**config.mk**
```make
export PLATFORM = sky130hd
export DESIGN_NAME = rx_load_ctrl
export DESIGN_NICKNAME = d
export VERILOG_FILES = /design/src/rtl/rx_load_ctrl.sv
export SDC_FILE = /design/constraint.sdc
export NUM_CORES = 1
export LEC_CHECK = 0
export CAP_MARGIN = 30
export CORE_MARGIN = 3
export CORE_UTILIZATION = 35
export DETAILED_ROUTE_END_ITERATION = 10
export GPL_TIMING_DRIVEN = 0
export PLACE_DENSITY_LB_ADDON = 0.15
export SLEW_MARGIN = 20
export SYNTH_ARGS = -nofsm -noshare
export SYNTH_HDL_FRONTEND = slang
export SYNTH_SLANG_ARGS = --single-unit
```
**constraint.sdc**
```tcl
create_clock -name clk_in -period 4 [get_ports clk_in]
set_input_delay 0.8 -clock clk_in [delete_from_list [all_inputs] [get_ports clk_in]]
set_output_delay 0.8 -clock clk_in [all_outputs]
set_load 0.005 [all_outputs]
```
**src/rtl/rx_load_ctrl.sv**
```systemverilog
// Turns the UART byte stream (WRITE / GO command protocol) into word-wide memory writes
// with a valid/ready handshake, plus go/done/err event pulses.
module rx_load_ctrl #(
  parameter int unsigned DATA_SIZE      = 8,
  parameter int unsigned WORD_BYTES     = 4,
  parameter int unsigned ADDR_WIDTH     = 16,
  parameter int unsigned TIMEOUT_CYCLES = 100000
) (
  input  logic                             clk_in,
  input  logic                             rst_in,
  input  logic [DATA_SIZE-1:0]             byte_in,
  input  logic                             new_byte_in,
  output logic [ADDR_WIDTH-1:0]            wr_addr_out,
  output logic [WORD_BYTES*DATA_SIZE-1:0]  wr_data_out,
  output logic                             wr_valid_out,
  input  logic                             wr_ready_in,
  output logic                             go_out,
  output logic                             done_out,
  output logic                             err_out,
  output logic                             busy_out
);

  localparam int unsigned WordW = WORD_BYTES * DATA_SIZE;
  localparam int unsigned BcW   = (WORD_BYTES > 1) ? $clog2(WORD_BYTES) : 1;
  localparam int unsigned ToW   = $clog2(TIMEOUT_CYCLES + 1);
  localparam int unsigned CntW  = 2 * DATA_SIZE;

  typedef enum logic [2:0] {
    StIdle, StAHi, StALo, StCHi, StCLo, StPayload, StFlush
  } state_e;

  state_e                 state_q;
  logic [DATA_SIZE-1:0]   hi_q;
  logic [ADDR_WIDTH-1:0]  addr_q;
  logic [CntW-1:0]        cnt_q;
  logic [CntW-1:0]        word_cnt_q;
  logic [BcW-1:0]         byte_cnt_q;
  logic [WordW-1:0]       asm_q;
  logic [ToW-1:0]         idle_cnt_q;
  logic [ADDR_WIDTH-1:0]  wr_addr_q;
  logic [WordW-1:0]       wr_data_q;
  logic                   wr_valid_q;
  logic                   go_q, done_q, err_q;

  logic [WordW-1:0]       word_next;
  logic [CntW-1:0]        pair;
  logic [ToW-1:0]         idle_next;
  logic                   word_done;
  logic                   timed_out;
  logic                   can_time_out;

  always_comb begin
    word_next = asm_q;
    for (int unsigned i = 0; i < WORD_BYTES; i++) begin
      if (byte_cnt_q == BcW'(i)) word_next[i*DATA_SIZE +: DATA_SIZE] = byte_in;
    end
    pair         = {hi_q, byte_in};
    word_done    = (byte_cnt_q == BcW'(WORD_BYTES - 1));
    idle_next    = idle_cnt_q + 1'b1;
    can_time_out = (state_q != StIdle) && (state_q != StFlush);
    timed_out    = can_time_out && !new_byte_in && (idle_next == ToW'(TIMEOUT_CYCLES));
  end

  always_ff @(posedge clk_in or negedge rst_in) begin
    if (!rst_in) begin
      state_q    <= StIdle;
      hi_q       <= '0;
      addr_q     <= '0;
      cnt_q      <= '0;
      word_cnt_q <= '0;
      byte_cnt_q <= '0;
      asm_q      <= '0;
      idle_cnt_q <= '0;
      wr_addr_q  <= '0;
      wr_data_q  <= '0;
      wr_valid_q <= 1'b0;
      go_q       <= 1'b0;
      done_q     <= 1'b0;
      err_q      <= 1'b0;
    end else begin
      go_q   <= 1'b0;
      done_q <= 1'b0;
      err_q  <= 1'b0;
      // Accept retires the pending word; a word loaded below in the same cycle overrides this.
      if (wr_valid_q && wr_ready_in) wr_valid_q <= 1'b0;
      if (new_byte_in || !can_time_out) idle_cnt_q <= '0;
      else                              idle_cnt_q <= idle_next;

      if (timed_out) begin
        err_q   <= 1'b1;
        state_q <= StIdle;
      end else begin
        unique case (state_q)
          StIdle: if (new_byte_in) begin
            if (byte_in == DATA_SIZE'(1))      state_q <= StAHi;
            else if (byte_in == DATA_SIZE'(2)) go_q    <= 1'b1;
            else                               err_q   <= 1'b1;
          end
          StAHi: if (new_byte_in) begin
            hi_q    <= byte_in;
            state_q <= StALo;
          end
          StALo: if (new_byte_in) begin
            addr_q  <= pair[ADDR_WIDTH-1:0];
            state_q <= StCHi;
          end
          StCHi: if (new_byte_in) begin
            hi_q    <= byte_in;
            state_q <= StCLo;
          end
          StCLo: if (new_byte_in) begin
            cnt_q      <= pair;
            word_cnt_q <= '0;
            byte_cnt_q <= '0;
            asm_q      <= '0;
            if (pair == '0) begin
              done_q  <= 1'b1;
              state_q <= StIdle;
            end else begin
              state_q <= StPayload;
            end
          end
          StPayload: if (new_byte_in) begin
            if (!word_done) begin
              asm_q      <= word_next;
              byte_cnt_q <= byte_cnt_q + 1'b1;
            end else if (wr_valid_q && !wr_ready_in) begin
              // Previous word still pending: drop the new one and abort the packet.
              err_q   <= 1'b1;
              state_q <= StIdle;
            end else begin
              wr_data_q  <= word_next;
              wr_addr_q  <= addr_q;
              wr_valid_q <= 1'b1;
              addr_q     <= addr_q + 1'b1;
              word_cnt_q <= word_cnt_q + 1'b1;
              asm_q      <= '0;
              byte_cnt_q <= '0;
              if (CntW'(word_cnt_q + 1'b1) == cnt_q) state_q <= StFlush;
            end
          end
          StFlush: if (!wr_valid_q || wr_ready_in) begin
            done_q  <= 1'b1;
            state_q <= StIdle;
          end
          default: state_q <= StIdle;
        endcase
      end
    end
  end

  assign wr_addr_out  = wr_addr_q;
  assign wr_data_out  = wr_data_q;
  assign wr_valid_out = wr_valid_q;
  assign go_out       = go_q;
  assign done_out     = done_q;
  assign err_out      = err_q;
  assign busy_out     = (state_q != StIdle);

endmodule

```
==> reports/metrics.yaml <==
crit_path_start: "state_q[0]"
p_clk_frac: 0.275
max_freq_ghz: 0.3482
final_cell_mix: "154 x dfrtp_1, 117 x nand2_1, 70 x nor2_1"
synthSimpleGateAreaFrac: 0.1920
grt_overflow: 0
netSwitchingPower_mw: 1.984
gr-usage-all-layers: 0.1721
yosysWarnings: 0
cts_setup_buffers: 0
power.total_mw: 5.745
syn_avg_cell_area_um2: 9.676
ys_seq_area_frac: 0.4991
final_cell_area_mm2: 0.009313
grt_pass1_vias: 6171
register_area_mm2: 0.003854
die-area_mm2: 0.02388
cp.depth: 4
antenna_cells: 0
grt_max_degree: 87
cap_viol_max_count: 0
num_vias: 6026
totalWireLength_um: 19820
fin_crit_sh: 0.7180
dpl.hpwl_um: 13700
clockBufferDepth: 2
cts_tree: "yes"
synth-edff-count: 0
drv_slew: 0
antenna_violating_nets_post_route: 0
dp_slack_ns: 0.6662
area_growth_pct: 20.61
multi_input_area_mm2: 0.003510
ctsResizeCount: 0
start_util: 0.3616
swShare: 0.3453
critPathBufInv: 2
critPathRequiredTime_ns: 3.20
post-route-drc-count: 0
rows: 53
synth_compound_area_frac: 0.1407
endpoint_kind: "primary output"
cpLargestDelayFamily: "buffers and inverters"
core_area_mm2: 0.02135
die_w_um: 154.5
final_nets: 901
synth_fa_ha_area_frac: 0.01134
peakVddDrop_mv: 0.2789
placed_cell_area_mm2: 0.008738
io_buffers: 64
final.min_clock_period_ns: 2.872
synthXorXnorAreaFrac: 0.04310
die-height_um: 154.5
endpoint: "busy_out"
first_pass_iters: 5
fin_skew_ns: 0.01379
p_leak_nw: 3.989
syn-num-nets: 817
synth_top_family_by_area: "simple AND/OR/NAND/NOR gates"
hold_viol_final: 0
rsz0062_at_grt: "no"
gp_congestion: 0.8239
crit_fanout: 10
drt_iter0_markers: 388
root_buffer: "clkbuf_16"
slew-limit-headroom: 0.4384
cp_slowest_stage_delay_ns: 0.52
grt_first_pass_wirelength_um: 33240
fin_ws_ns: 1.128
ys_ff_latch: 154
clkSlewWorstSetupHoldPaths_ns: 0.07
clock-sinks: 154
syn-instance-count: 798
antenna_found_initial: 0
combPwrFrac: 0.312
hold_buffers: 0
fillCellCount: 2103
seqPwrFrac: 0.413
synth-main-ff-cell: "dfrtp_1"
final_common_cell: "dfrtp_1"
drive_gt1_frac: 0.1128
fin_util: 0.4361
avgViaCountPerCell: 5.150
synthArstFlopShare: 1.000
yosysUniqueCellTypes: 65
whs_ns: 0.3332
crit_chain: "buf_1, nor2_1, nand2_1, clkdlybuf4s50_1"
r2r_setup_slack_ns: 1.55
cts_made_buffers: 17
p_int_mw: 3.761
post_synth_instance_area_mm2: 0.007721
crit_slowest_cell: "clkdlybuf4s50_1"
path_class: "register to primary output"
startpoint_type: "register"
status: "finished, final reports clean"
finalSetupViolCount: 0
pwr_density_cell_mw_per_mm2: 616.9
io_pins: 65
hp-class: "input port to async pin"
wl_per_cell_um: 16.94
r2r_cells: 8
worst_pin_slew_ns: 0.8424
cp.arrival_ns: 2.07
synthMuxAreaShare: 0.06741
reg2reg_to: "state_q[1]"
r2r_start: "byte_cnt_q[0]"
ctsHtreeMaxLevel: 4
clkLatencyLatePin_ns: 0.43
## kinds of logic after synthesis
logic type | count (synthesis)
multiplexers | 49
XOR/XNOR | 38
adder cells (fa/ha/maj) | 7
flip-flops | 154
buffers and inverters | 78
AO/OA/AOI/OAI | 175
AND/OR/NAND/NOR | 297
## sequential cells by signal, indices dropped and copies added (netlist names)
signal,flops
wr_data_out,32
asm_q,24
addr_q,16
word_cnt_q,16
go_out,1
wr_valid_out,1
err_out,1
state_q,3
wr_addr_out,16
done_out,1
byte_cnt_q,2
cnt_q,16
idle_cnt_q,17
hi_q,8
## cell type report
cell class	instances	share of cell area
multi-input combinational	566	0.3769
sequential	154	0.4138
tap	275	0.03695
timing repair buffer	65	0.07228
clock inverter	15	0.01599
inverter	21	0.008464
clock buffer	17	0.04568
buffer	57	0.02996
## stage by stage
step / std cells / TNS [ns]
detailed placement: 1138 / 0
global route: 1170 / 0
global placement: 1137 / -690.48
CTS: 1170 / 0
floorplan: 798 / 0
finish: 1170 / 0
## worst register-to-register path, stage by stage (launching register included)
cell and delay, ns:
dfrtp_1 0.41, ha_1 0.30, a31oi_1 0.28, nor2b_1 0.07, buf_2 0.20, nand2_2 0.22
clkbuf_1 0.56, nor2_1 0.11, o21a_1 0.18
## cells in the mapped netlist (7+ instances only)
cell | number | area, um^2
xor2_1 | 12 | 105.1
mux2i_1 | 25 | 250.2
buf_2 | 10 | 50.05
inv_1 | 21 | 78.83
a22o_1 | 25 | 219.0
a21oi_1 | 53 | 265.3
nand2_1 | 117 | 439.2
mux2_2 | 24 | 270.3
ha_1 | 7 | 87.58
nand4_1 | 14 | 87.58
clkbuf_1 | 30 | 112.6
a31oi_1 | 12 | 75.07
dfrtp_1 | 154 | 3854
o21ai_0 | 47 | 235.2
nand3_1 | 23 | 115.1
nor3_1 | 10 | 50.05
and3_1 | 10 | 62.56
xnor2_1 | 26 | 227.7
nor2_1 | 70 | 262.8
## worst min path at each step
stage	slack, ns	start	cells past startpoint	end
floorplan	0.45	addr_q[7]	2	wr_addr_out[7]
global placement	0.46	wr_addr_out[12]	2	wr_addr_out[12]
detailed placement	0.46	wr_addr_out[3]	2	wr_addr_out[3]
CTS	0.35	rst_in	1	idle_cnt_q[8]
global route	0.37	rst_in	1	idle_cnt_q[8]
finish	0.33	rst_in	1	idle_cnt_q[8]
## power groups by stage
| stage | Clock [mW] | Combinational [mW] | Sequential (mW) |
|---|---|---|---|
| after floorplan | 0 | 1.09 | 2.31 |
| after global placement | 0 | 1.78 | 2.40 |
| after detailed placement | 0 | 1.80 | 2.40 |
| after CTS | 1.62 | 1.81 | 2.38 |
| after global routing | 1.69 | 2.01 | 2.44 |
| final | 1.58 | 1.79 | 2.37 |
## layer usage
metal,wire length (um),up-vias,global-route usage
li1,-,2968,-
met1,9955,2935,0.2436
met2,9007,111,0.2702
met3,718,12,0.03945
met4,140,0,0.03953
met5,0,-,0
Note: power is estimated with default switching activity, not from simulation.
